==> src/rtl/result_reporter_pkg.sv <==
// Shared definitions for the result-report framer: FSM states, frame
// constants and the payload byte order.
package result_reporter_pkg;

    // Frame sequencing states; IDLE must stay encoded as 0.
    typedef enum logic [2:0] {
        ST_IDLE     = 3'd0,
        ST_HEADER   = 3'd1,
        ST_TYPE     = 3'd2,
        ST_LENGTH   = 3'd3,
        ST_PAYLOAD  = 3'd4,
        ST_CHECKSUM = 3'd5
    } state_e;

    // Payload length in bytes and whole frame length:
    // sync + type + length + payload + checksum.
    localparam int unsigned LEN         = 19;
    localparam int unsigned FRAME_BYTES = LEN + 4;
    localparam int unsigned SNAP_W      = LEN * 8;

    localparam logic [7:0] LEN_BYTE = 8'h13;
    localparam logic [4:0] LAST_IDX = 5'(LEN - 1);

    // Payload byte order, MSB first:
    //   bytes  0..1  error_count
    //   bytes  2..5  min_latency
    //   bytes  6..9  max_latency
    //   bytes 10..13 average_latency
    //   bytes 14..17 throughput
    //   byte  18     {6'b0, test_mode}
    // Byte 0 sits in the top 8 bits of the snapshot.
    function automatic logic [SNAP_W-1:0] pack_payload(
        input logic [15:0] error_count,
        input logic [31:0] min_latency,
        input logic [31:0] max_latency,
        input logic [31:0] average_latency,
        input logic [31:0] throughput,
        input logic [1:0]  test_mode
    );
        return {error_count, min_latency, max_latency, average_latency,
                throughput, 6'b000000, test_mode};
    endfunction

    // Select payload byte idx (0 = first transmitted) from the snapshot.
    function automatic logic [7:0] payload_byte(
        input logic [SNAP_W-1:0] snap,
        input logic [4:0]        idx
    );
        logic [SNAP_W-1:0] shifted;
        shifted = snap << {idx, 3'b000};
        return shifted[SNAP_W-1 -: 8];
    endfunction

    // XOR of all payload bytes; the checksum folds in TYPE and LEN on top.
    function automatic logic [7:0] payload_xor(
        input logic [SNAP_W-1:0] snap
    );
        logic [7:0] acc;
        acc = 8'h00;
        for (int i = 0; i < int'(LEN); i++) begin
            acc = acc ^ snap[i*8 +: 8];
        end
        return acc;
    endfunction

endpackage

==> src/rtl/result_reporter.sv <==
// Result-report framer: snapshots the test statistics on report_start and
// streams a 23-byte frame (sync, type, length, payload, checksum) over a
// valid/ready byte link.
//
// Handshake: a byte transfers on a rising edge where tx_valid && tx_ready.
// Once tx_valid rises it stays high, with tx_data unchanged, until that
// transfer happens; tx_valid never depends on tx_ready.
module result_reporter
    import result_reporter_pkg::*;
#(
    parameter logic [7:0] SYNC_BYTE = 8'hA5,
    parameter logic [7:0] TYPE_BYTE = 8'h52
) (
    input  logic        clk,
    input  logic        rst,
    input  logic        report_start,
    input  logic [15:0] error_count,
    input  logic [31:0] min_latency,
    input  logic [31:0] max_latency,
    input  logic [31:0] average_latency,
    input  logic [31:0] throughput,
    input  logic [1:0]  test_mode,
    output logic        tx_valid,
    output logic [7:0]  tx_data,
    input  logic        tx_ready,
    output logic        busy,
    output logic        report_done,
    output logic        report_dropped,
    output logic [2:0]  state_dbg
);

    state_e            state_q;
    state_e            state_d;
    logic [4:0]        idx_q;
    logic [SNAP_W-1:0] snap_q;
    logic              done_q;
    logic              dropped_q;
    logic [7:0]        csum;
    logic              start_accept;
    logic              handshake;

    // A start is taken only while no frame is in progress.
    assign start_accept = report_start && (state_q == ST_IDLE);
    assign handshake    = tx_valid && tx_ready;

    // The checksum depends only on the snapshot, so it is derived from it
    // directly rather than accumulated byte by byte.
    assign csum = TYPE_BYTE ^ LEN_BYTE ^ payload_xor(snap_q);

    assign busy           = (state_q != ST_IDLE);
    assign report_done    = done_q;
    assign report_dropped = dropped_q;
    assign state_dbg      = state_q;

    // State register; reset abandons any frame in flight.
    always_ff @(posedge clk) begin
        if (rst) begin
            state_q <= ST_IDLE;
        end else begin
            state_q <= state_d;
        end
    end

    // Next-state and byte-stream outputs; each state advances on a handshake.
    always_comb begin
        state_d  = state_q;
        tx_valid = 1'b0;
        tx_data  = 8'h00;
        case (state_q)
            ST_IDLE: begin
                if (start_accept) begin
                    state_d = ST_HEADER;
                end
            end
            ST_HEADER: begin
                tx_valid = 1'b1;
                tx_data  = SYNC_BYTE;
                if (tx_ready) begin
                    state_d = ST_TYPE;
                end
            end
            ST_TYPE: begin
                tx_valid = 1'b1;
                tx_data  = TYPE_BYTE;
                if (tx_ready) begin
                    state_d = ST_LENGTH;
                end
            end
            ST_LENGTH: begin
                tx_valid = 1'b1;
                tx_data  = LEN_BYTE;
                if (tx_ready) begin
                    state_d = ST_PAYLOAD;
                end
            end
            ST_PAYLOAD: begin
                tx_valid = 1'b1;
                tx_data  = payload_byte(snap_q, idx_q);
                if (tx_ready && (idx_q == LAST_IDX)) begin
                    state_d = ST_CHECKSUM;
                end
            end
            ST_CHECKSUM: begin
                tx_valid = 1'b1;
                tx_data  = csum;
                if (tx_ready) begin
                    state_d = ST_IDLE;
                end
            end
            default: begin
                state_d = ST_IDLE;
            end
        endcase
    end

    // Payload index walks 0..18 and rewinds after the last payload byte.
    always_ff @(posedge clk) begin
        if (rst) begin
            idx_q <= 5'd0;
        end else if ((state_q == ST_PAYLOAD) && handshake) begin
            if (idx_q == LAST_IDX) begin
                idx_q <= 5'd0;
            end else begin
                idx_q <= idx_q + 5'd1;
            end
        end
    end

    // Snapshot captured only on an accepted start; later input changes and
    // ignored starts leave it alone.
    always_ff @(posedge clk) begin
        if (rst) begin
            snap_q <= '0;
        end else if (start_accept) begin
            snap_q <= pack_payload(error_count, min_latency, max_latency,
                                   average_latency, throughput, test_mode);
        end
    end

    // report_done pulses for the cycle after the checksum transfer.
    always_ff @(posedge clk) begin
        if (rst) begin
            done_q <= 1'b0;
        end else begin
            done_q <= (state_q == ST_CHECKSUM) && tx_ready;
        end
    end

    // Sticky flag for starts that arrive while busy; an accepted start clears it.
    always_ff @(posedge clk) begin
        if (rst) begin
            dropped_q <= 1'b0;
        end else if (start_accept) begin
            dropped_q <= 1'b0;
        end else if (report_start && busy) begin
            dropped_q <= 1'b1;
        end
    end

endmodule

==> config.mk <==
export PLATFORM = sky130hd
export DESIGN_NAME = result_reporter
export DESIGN_NICKNAME = d
export VERILOG_FILES = /design/src/rtl/result_reporter_pkg.sv /design/src/rtl/result_reporter.sv
export SDC_FILE = /design/constraint.sdc
export NUM_CORES = 1
export LEC_CHECK = 0
export CAP_MARGIN = 30
export CORE_ASPECT_RATIO = 1.5
export CORE_MARGIN = 1.5
export CORE_UTILIZATION = 41
export CTS_BUF_LIST = sky130_fd_sc_hd__clkbuf_2
export CTS_CLUSTER_DIAMETER = 30
export CTS_CLUSTER_SIZE = 24
export DETAILED_ROUTE_END_ITERATION = 8
export PLACE_DENSITY = 0.66
export SYNTH_ARGS = -nofsm -noshare
export SYNTH_HDL_FRONTEND = slang
export SYNTH_SLANG_ARGS = --single-unit
==> constraint.sdc <==
create_clock -name clk -period 3.6 [get_ports clk]
set_input_delay 0.72 -clock clk [delete_from_list [all_inputs] [get_ports clk]]
set_output_delay 0.72 -clock clk [all_outputs]
set_load 0.05 [all_outputs]
# Yosys cells after proc, flatten, opt, wreduce, memory -nomap -nowiden

Index checks and enable logic that the tools add are counted.

Register bits after elaboration: 156
Latch bits: 0
Input bits: 150
Memory bits (writable): 0
Memory bits (read-only): 0
Memories kept: 0
Word-level logic and storage cells: 59
Output and inout bits: 15

Add/subtract/negate cells: 1
$mul: 0
Bitwise gates (word level): 19
Equality and inequality tests: 12
Order comparisons: 0
Div/mod/pow operators: 0
Reductions and logical operators: 11
Multiplexer cells: 10
Shift operators: 1

Operators by type and width:

| operator                                      | count |
|---|---|
| left shift 152 x 8 -> 152 bit                 | 1 |
| bitwise XOR 8 bit                             | 17 |
| case mux 8 bit (5 select lines)               | 1 |
| 2-to-1 mux 3 bit                              | 6 |
| case mux 3 bit (6 select lines)               | 1 |
| != test 2 bit, second input constant          | 6 |
| bitwise XOR 2 x 8 -> 8 bit                    | 1 |
| == test 3 x 2 -> 1 bit, second input constant | 2 |
| == test 3 bit, second input constant          | 2 |
| logical AND 1 bit                             | 6 |
| AND reduction 6 bit                           | 1 |
| adder 5 x 1 -> 5 bit, second input constant   | 1 |
| == test 5 bit, second input constant          | 1 |
| 2-to-1 mux 5 bit                              | 1 |
| OR reduction 5 bit                            | 1 |
| == test 3 x 1 -> 1 bit, second input constant | 1 |
| zero test 3 bit                               | 1 |
| nonzero test 3 bit                            | 1 |
| NOT 2 bit                                     | 1 |
| OR reduction 2 bit                            | 1 |
| 2-to-1 mux 1 bit                              | 1 |

# Logic depth before layout (Yosys ltp)

Gate-level depths: netlist (run 1).

Depth after elaboration: 20
Mapped depth: 8
Mapped depth without buffers: 6

# Worst setup path before layout (run 1)

Ideal clock, no wire load.

Path type: register to output
Start point: reg state_q[2] (netlist: state_dbg[2])
End point: out tx_data[4]
Path buffers: 1
Data required time: 2880 ps
Arrival time: 2978 ps
Slack: -98 ps
Stages on the path, launching flop included: 7
Cells stage by stage: dfxtp_1 -> clkbuf_1 -> inv_1 -> ha_1 -> nand2b_1 -> or2_2 -> o21ai_0

Cells in the longest elaborated chain, start to end: 2
Elaborated cells between the ends (all ways): 6
Those cells by class: eq/ne (5); mux (1)

Ends and longest elaborated chain:

| item                                        | line                  | RTL |
|---|---|---|
| from (decl)                                 | result_reporter.sv:32 | `state_e state_q;` |
| from (signal assigned)                      | result_reporter.sv:60 | `state_q <= state_d;` |
| == test 3 bit, or another cell as far along | result_reporter.sv:69 | `case (state_q)` |
| case mux 8 bit (5 select lines) *           | result_reporter.sv:69 |  |
| to (decl)                                   | result_reporter.sv:24 | `output logic [7:0] tx_data,` |

Every way passes the cells marked *; elsewhere a longest branch is shown, timed or not.

# Final worst setup path (run 1)

Start point: reg snap_q[99]
End point: out tx_data[3]

Cells in the longest elaborated chain, start to end: 8
Elaborated cells between the ends (all ways): 9
Those cells by class: shift (1); mux (1); bitwise (7)

Ends and longest elaborated chain:

| item                                                                  | line                   | RTL |
|---|---|---|
| from (decl)                                                           | result_reporter.sv:35  | `logic [SNAP_W-1:0] snap_q;` |
| from (signal assigned)                                                | result_reporter.sv:135 | `snap_q <= pack_payload(error_count, min_latency, max_latency,` |
| branches (longest 7 deep; another with left shift 152 x 8 -> 152 bit) | n/a                    |  |
| case mux 8 bit (5 select lines) *                                     | result_reporter.sv:69  |  |

Mark *: on every way between the ends.

==> results of run 1 <==
-- sequential cells by signal, summed over array words and instances, names as in the netlist --
signal	cells
snap_q	146
idx_q	5
state_dbg	3
report_done	1
report_dropped	1
-- critical path, stage by stage, from the launching register on --
cell and delay [ns]:
sky130_fd_sc_hd__dfxtp_2 0.42, sky130_fd_sc_hd__xor2_1 0.16, sky130_fd_sc_hd__xnor2_1 0.33, sky130_fd_sc_hd__xnor3_1 0.52, sky130_fd_sc_hd__xnor2_1 0.34, sky130_fd_sc_hd__o21ai_1 0.12
sky130_fd_sc_hd__buf_6 0.17
-- worst max-delay path by stage --
stage | endpoint | slack [ns] | start | depth (start not counted)
after floorplan | tx_data[6] | 0.20 | state_dbg[2] | 6
after global routing | tx_data[0] | -0.02 | idx_q[0] | 6
after CTS | tx_data[4] | 0.0003 | snap_q[100] | 6
after detailed placement | tx_data[0] | 0.64 | idx_q[0] | 6
final | tx_data[3] | 0.08 | snap_q[99] | 6
after global placement | tx_data[7] | 0.65 | idx_q[1] | 7
-- Yosys cell counts (2+ instances only) --
master,instances,area share
sky130_fd_sc_hd__mux2i_1,9,0.011
sky130_fd_sc_hd__or2_2,2,0.0015
sky130_fd_sc_hd__buf_1,3,0.0014
sky130_fd_sc_hd__nand2_1,302,0.14
sky130_fd_sc_hd__buf_2,33,0.020
sky130_fd_sc_hd__o21ai_0,17,0.010
sky130_fd_sc_hd__and2_1,2,0.0015
sky130_fd_sc_hd__nand2b_1,4,0.0031
sky130_fd_sc_hd__o21ai_1,3,0.0018
sky130_fd_sc_hd__mux2_2,9,0.012
sky130_fd_sc_hd__xnor2_1,115,0.12
sky130_fd_sc_hd__nand3b_1,2,0.0018
sky130_fd_sc_hd__mux4_2,19,0.053
sky130_fd_sc_hd__nor2_1,16,0.0074
sky130_fd_sc_hd__a31o_2,2,0.0021
sky130_fd_sc_hd__mux4_1,13,0.042
sky130_fd_sc_hd__nor2b_1,5,0.0038
sky130_fd_sc_hd__a31oi_1,2,0.0015
sky130_fd_sc_hd__xor2_1,12,0.013
sky130_fd_sc_hd__nand4_1,2,0.0015
sky130_fd_sc_hd__dfxtp_1,156,0.38
sky130_fd_sc_hd__a21oi_1,154,0.095
sky130_fd_sc_hd__a32oi_1,2,0.0021
sky130_fd_sc_hd__o211ai_1,2,0.0018
sky130_fd_sc_hd__ha_1,3,0.0046
sky130_fd_sc_hd__buf_6,3,0.0041
sky130_fd_sc_hd__xnor3_1,8,0.022
sky130_fd_sc_hd__a22oi_1,2,0.0018
sky130_fd_sc_hd__nor3_1,3,0.0018
sky130_fd_sc_hd__clkbuf_1,26,0.012
sky130_fd_sc_hd__nor3b_1,5,0.0046
sky130_fd_sc_hd__a211oi_1,2,0.0018
sky130_fd_sc_hd__inv_1,2,0.00092
-- cells in the final DEF (no fill, tap or decap), types with 3 or more instances in the layout --
cell	n
sky130_fd_sc_hd__nand2b_1	4
sky130_fd_sc_hd__xor2_1	12
sky130_fd_sc_hd__nor2b_1	5
sky130_fd_sc_hd__ha_1	3
sky130_fd_sc_hd__xnor3_1	8
sky130_fd_sc_hd__clkinv_4	4
sky130_fd_sc_hd__mux2i_1	9
sky130_fd_sc_hd__a21oi_1	153
sky130_fd_sc_hd__o21ai_1	6
sky130_fd_sc_hd__nor3b_1	5
sky130_fd_sc_hd__nor3_1	3
sky130_fd_sc_hd__bufinv_16	3
sky130_fd_sc_hd__dfxtp_1	143
sky130_fd_sc_hd__buf_4	20
sky130_fd_sc_hd__mux4_2	22
sky130_fd_sc_hd__clkdlybuf4s50_1	155
sky130_fd_sc_hd__xnor2_1	113
sky130_fd_sc_hd__dfxtp_2	8
sky130_fd_sc_hd__nor2_1	16
sky130_fd_sc_hd__buf_12	7
sky130_fd_sc_hd__o21ai_0	13
sky130_fd_sc_hd__mux4_1	10
sky130_fd_sc_hd__dfxtp_4	5
sky130_fd_sc_hd__clkbuf_2	20
sky130_fd_sc_hd__buf_6	5
sky130_fd_sc_hd__mux2_2	9
sky130_fd_sc_hd__nand2_1	301
-- per-stage QoR --
step,worst slack [ns],hold WS [ns],setup TNS [ns]
after detailed placement,0.6444,0.4811,0
final,0.08490,0.3049,0
after floorplan,0.2027,0.4560,0
after global routing,-0.01781,0.2460,-0.02332
after global placement,0.6491,0.4731,0
after CTS,0.0002576,0.2227,0
-- cell families (layout without fill, tap and decap cells) --
group                      Yosys count  after routing  share of synthesized area
AOI/OAI and AO/OA                  190            190                     0.1224
xor gates and xnor gates           135            135                     0.1586
adders and majority gates            3              3                   0.004607
buffers and inverters               69            224                    0.04099
DFF                                156            156                     0.3832
muxes                               50             50                     0.1179
other                                0              1                          0
and+or+nand+nor                    349            349                     0.1723
-- layout make-up --
class / count / area [um^2] / share of cell area
diodes: 1 / 2.502 / 0.0002399
clock buffers: 20 / 100.1 / 0.009595
clock inverters: 12 / 162.7 / 0.01559
inverters: 3 / 11.26 / 0.001079
multi-input cells: 727 / 4723 / 0.4527
flip-flops and latches: 156 / 3152 / 0.3021
well taps: 260 / 325.3 / 0.03118
repair buffers: 189 / 1956 / 0.1875
-- power by group through the flow --
stage	combinational, mW	sequential (mW)	clock [mW]
final	1.36	2.05	1.04
after global routing	1.47	2.06	1.14
after CTS	1.34	2.05	1.08
after detailed placement	1.33	2.08	0
after global placement	1.32	2.08	0
after floorplan	0.933	2.00	0
-- metal layers --
layer	track usage	wire length (um)
met2	0.4433	13220
met1	0.2815	9894
met5	0	0
met4	0.1291	1276
met3	0.03344	1001
-- repair_timing --
action	in CTS	in global routing
setup buffers	2	8
gates cloned	1	1
endpoints found under the setup margin	8	8
pin swaps	0	4
gates resized for setup	13	24
==> results.txt, run 1 <==
----------------------------------------------------
[Status]
  Run status ... complete, no violations

[Routing]
  Total Routed Length ... 25390 um
  Detail-routed via count per cell ... 5.150
  Antenna violation net count after detailed routing ... 0
  Wire per inst ... 18.56 um
  DRT Pass-1 Iters ... 5
  Total via count in the routed design ... around 7000
  Post-detailed-route DRC marker count ... 0
  DRT iter0 DRCs ... 361

[Final layout]
  Layout Cell Area excl Fill ... between 10000 and 15000 um^2
  Fill count ... 1886
  Proportion of layout cells with a drive suffix above 1 ... 0.1120
  Non-filler cells in the finished layout ... 1368
  Final core area utilization ... 0.5315
  Layout area overhead ... 28.02%
  # nets final ... ~1200

[Logic synthesis]
  Post-synth net total ... between 1000 and 1500
  Synth Flop Type ... sky130_fd_sc_hd__dfxtp_1
  Library cells used by synthesis ... 45
  Area of the mapped netlist ... 8149 um^2
  Number of flops mapped to enable cells by yosys ... 0
  Post-synthesis average cell area ... 8.560 um^2
  Seq cells post-synth ... 156
  Sequential-to-total area share from yosys stat ... 0.3832
  Post-synth ARST share ... 0
  Post-Synthesis Cells ... 952
  Count of synthesis-stage warnings from yosys ... 0

[Min path]
  Class of the most critical hold timing path ... in2reg
  Source of the worst hold timing path ... rst
  Number of cells on the worst hold path ... 2
  Hold Path End ... snap_q[149]

[Flow run]
  Total of max-cap violations ... 0

[Timing]
  Final max-slew violation count ... 0
  Clock period minus worst slack ... around 3.5 ns
  Setup-violating endpoint count in the final report ... 0
  Transition time at the pin with the least slew margin ... 0.6455 ns
  Count of final hold-check violations ... 0
  Achievable clock frequency ... 284.5 MHz
  Worst clock skew ... around 0.023 ns
  Period Utilization, post-route ... 0.9764
  Max-slew headroom at the worst pin ... 0.5687

[Power and ir drop]
  Design internal power ... 2.973 mW
  Fraction of power consumed by combinational cells ... 0.305
  Seq pwr share ... 0.461
  Power per unit of standard cell area ... ~430 nW/um^2
  Worst IR Drop VDD ... 0.0002146 V
  Switching power of the nets ... 1.471 mW
  Leakage dissipation ... ~3.8 nW
  Switching fraction of total power ... 0.3310
  Total power ... approximately 4.4 mW
  Clock network fraction of design power ... 0.234

[Clock network]
  Hold Buf Count CTS ... 0
  Clock Pin Slew Worst Setup and Hold Paths ... 0.24 ns
  CTS sink count ... 156
  Maximum clock insertion buffer count ... 2
  Clock Tree Root ... sky130_fd_sc_hd__clkbuf_2
  CTS tree ... done
  Number of clock buffers inserted by TritonCTS ... 17
  H-Tree Depth ... 4
  Clock insertion delay at the later pin of the skew report ... roughly 0.73 ns

[Global route]
  Maximum number of pins on one net before global-route repair ... 98
  Number of global-route vias before repair ... 6699
  Gr usage total ... 0.2460
  Antenna violations before repair ... 1
  Overflow left after global routing ... 0
  Wire length of the first global-routing pass ... ~38000 um

[Placement]
  Number of buffer cells added on primary ports ... 164
  Inst Count DP ... roughly 1300
  Final HPWL DP ... just under 20000 um
  Global placer's final weighted congestion ... between 0.9 and 1
  Standard cell area after detailed placement ... 9955 um^2

[Setup path]
  Data required time of the worst path ... around 2.9 ns
  Crit path max fanout ... 3
  Start-to-end type of the worst setup path ... reg2out
  Critical path capture point type ... primary output
  FF-to-FF path depth ... 6
  Worst r2r src ... state_dbg[2]
  Setup slack, reg-to-reg ... 1.33 ns
  Endpoint of the lowest-slack register-to-register path ... snap_q[62]
  Data arrival time of the worst path ... between 2 and 3 ns
  Kind of start point of the critical path ... flip-flop

[Die]
  Floorplan Core Area ... about 20000 um^2
  Cell row count ... 63
  Top-Level Pins ... between 150 and 200
  Initial cell density of the core ... 0.4152
  Die height ... 175.7 um
  Total die area ... 20750 um^2
  Die Wd ... about 120 um

----------------------------------------------------
Note: power is estimated with default switching activity, not from simulation.
==> run 2, diff against run 1 <==
clock period = 3.7 ns   (was 3.6 ns; I/O delays follow)
==> results.txt, run 2 (synthesis results as in run 1) <==
----------------------------------------------------
[Global route]
  Antenna violations before repair ... 1
  Overflow left after global routing ... 0
  Wire length of the first global-routing pass ... 37920 um
  Gr usage total ... 0.2416
  Number of global-route vias before repair ... 6907
  Maximum number of pins on one net before global-route repair ... 95

[Die]
  Top-Level Pins ... 165
  Initial cell density of the core ... 0.4152
  Cell row count ... 63
  Floorplan Core Area ... 19630 um^2
  Total die area ... between 20000 and 25000 um^2
  Die height ... 175.7 um
  Die Wd ... 118.1 um

[Min path]
  Source of the worst hold timing path ... rst
  Number of cells on the worst hold path ... 2
  Class of the most critical hold timing path ... in2reg
  Hold Path End ... state_dbg[2]

[Routing]
  Total Routed Length ... 24840 um
  Total via count in the routed design ... ~7000
  Detail-routed via count per cell ... roughly 5
  Post-detailed-route DRC marker count ... 0
  DRT Pass-1 Iters ... 8
  Wire per inst ... 18.16 um
  Antenna violation net count after detailed routing ... 0
  DRT iter0 DRCs ... 499

[Setup path]
  Kind of start point of the critical path ... flip-flop
  Data arrival time of the worst path ... 2.84 ns
  Endpoint of the lowest-slack register-to-register path ... snap_q[27]
  Buf+Inv Stages, Crit Path ... 1
  Family with the most delay on the worst path ... XOR/XNOR gates
  Worst r2r src ... state_dbg[0]
  Chain of cells forming the critical path ... xor2_1 > xnor2_2 > xnor3_1 > xnor2_1 > o21ai_1 > buf_12
  FF-to-FF path depth ... 5
  Data required time of the worst path ... 2.96 ns
  Start-to-end type of the worst setup path ... reg2out
  Setup slack, reg-to-reg ... 1.31 ns
  Delay of the slowest critical-path stage ... 0.51 ns
  CP startpoint ... snap_q[100]
  Crit path max fanout ... 3
  Slowest cell on the critical path ... sky130_fd_sc_hd__dfxtp_1
  Critical path capture point type ... primary output

[Clock network]
  Number of clock buffers inserted by TritonCTS ... 17
  CTS sink count ... 156
  Clock insertion delay at the later pin of the skew report ... 0.74 ns
  Maximum clock insertion buffer count ... 2
  CTS tree ... done
  Clock Tree Root ... sky130_fd_sc_hd__clkbuf_2
  H-Tree Depth ... 4
  Hold Buf Count CTS ... 0
  Clock Pin Slew Worst Setup and Hold Paths ... 0.24 ns

[Final layout]
  Max FFs per register ... 146
  Proportion of layout cells with a drive suffix above 1 ... 0.1066
  Register with the most flip-flops ... snap_q
  Most used cells in the layout excluding fill and tap cells ... sky130_fd_sc_hd__nand2_1, sky130_fd_sc_hd__clkdlybuf4s50_1, sky130_fd_sc_hd__a21oi_1, sky130_fd_sc_hd__dfxtp_1, sky130_fd_sc_hd__xnor2_1
  Layout area overhead ... 27.08%
  Most common library cell in the layout ignoring fill and taps ... sky130_fd_sc_hd__nand2_1
  # nets final ... roughly 1200
  Final core area utilization ... 0.5276

[Timing]
  Final max-slew violation count ... 0
  Achievable clock frequency ... 279.4 MHz
  Worst clock skew ... around 0.029 ns
  Max-slew headroom at the worst pin ... 0.6033
  Setup-violating endpoint count in the final report ... 0
  Smallest setup slack after layout ... ~0.12 ns
  Period Utilization, post-route ... 0.9674
  Count of final hold-check violations ... 0
  Setup TNS Final ... 0 ns
  Clock period minus worst slack ... between 3 and 4 ns
  Transition time at the pin with the least slew margin ... 0.5905 ns

[Flow run]
  Total of max-cap violations ... 0

[Placement]
  Final HPWL DP ... 19170 um
  Pre-CTS setup slack ... 0.6644 ns
  Global placer's final weighted congestion ... 0.9233
  Number of buffer cells added on primary ports ... 164

[Power and ir drop]
  Power per unit of standard cell area ... 406.5 nW/um^2
  Leakage dissipation ... around 3.7 nW
  Total power ... 4.210 mW
  Worst IR Drop VDD ... 0.0001947 V

[Status]
  Run status ... complete, no violations

----------------------------------------------------
[run 2: cell types whose count changed in the layout (fill, tap and decap cells not counted), moves of 2 or more]
cell	before	now
sky130_fd_sc_hd__clkinv_1	0	2
sky130_fd_sc_hd__bufinv_16	3	1
sky130_fd_sc_hd__mux4_1	10	7
sky130_fd_sc_hd__mux4_2	22	25
sky130_fd_sc_hd__dfxtp_1	143	148
sky130_fd_sc_hd__inv_6	2	4
sky130_fd_sc_hd__clkbuf_2	20	17
sky130_fd_sc_hd__a22oi_2	2	0
sky130_fd_sc_hd__dfxtp_4	5	3
sky130_fd_sc_hd__a22oi_1	0	2
sky130_fd_sc_hd__dfxtp_2	8	5
[run 2: final cells by class]
cell class | instances | area (um^2)
clock inverter | 15 | 138.9
inverter | 3 | 11.26
sequential | 156 | 3141
clock buffer | 17 | 85.08
fill | 1879 | 9271
timing repair buffer | 189 | 1952
antenna | 1 | 2.502
tap | 260 | 325.3
multi-input combinational | 727 | 4701
[run 2: how the worst max path moves through the flow]
stage	slack [ns]	depth (start not counted)	end
global route	-0.01	8	tx_data[5]
floorplan	0.28	6	tx_data[6]
finish	0.12	6	tx_data[4]
global placement	0.56	6	tx_data[6]
detailed placement	0.66	6	tx_data[2]
CTS	0.01	5	tx_data[6]
[run 2: worst reg2reg max path: cells and delay by family (launching register included)]
family	cells	cell delay [ns]
flip-flops	1	0.47
buffers and inverters	1	0.36
AND/OR/NAND/NOR	3	1.34
AO/OA/AOI/OAI	1	0.16
[run 2: stage by stage]
stage / std cells / instance area, um^2 / hold WS, ns
2_1_floorplan: 952 / 8149 / 0.4560
3_3_place_gp: 1323 / 9942 / 0.4728
3_5_place_dp: 1324 / 9947 / 0.4750
4_1_cts: 1360 / 10250 / 0.3540
5_1_grt: 1368 / 10360 / 0.3957
6_report: 1368 / 10360 / 0.4715
[run 2: repair_timing]
action,4_1_cts,5_1_grt
pin swaps,0,1
setup buffers,3,7
endpoints found under the setup margin,8,8
resized for setup,10,24
cloned,1,0
[run 2: routing by layer]
layer  wire length [um]  global-route usage
met1               9749              0.2793
met2              12940              0.4307
met3               1108             0.03961
met4               1040              0.1189
met5                  0                   0
[run 2: power breakdown]
group,leakage (nW),switching [mW],internal (mW)
logic,2.30,0.635,0.683
clock network,0.133,0.653,0.255
registers,1.28,0.173,1.81
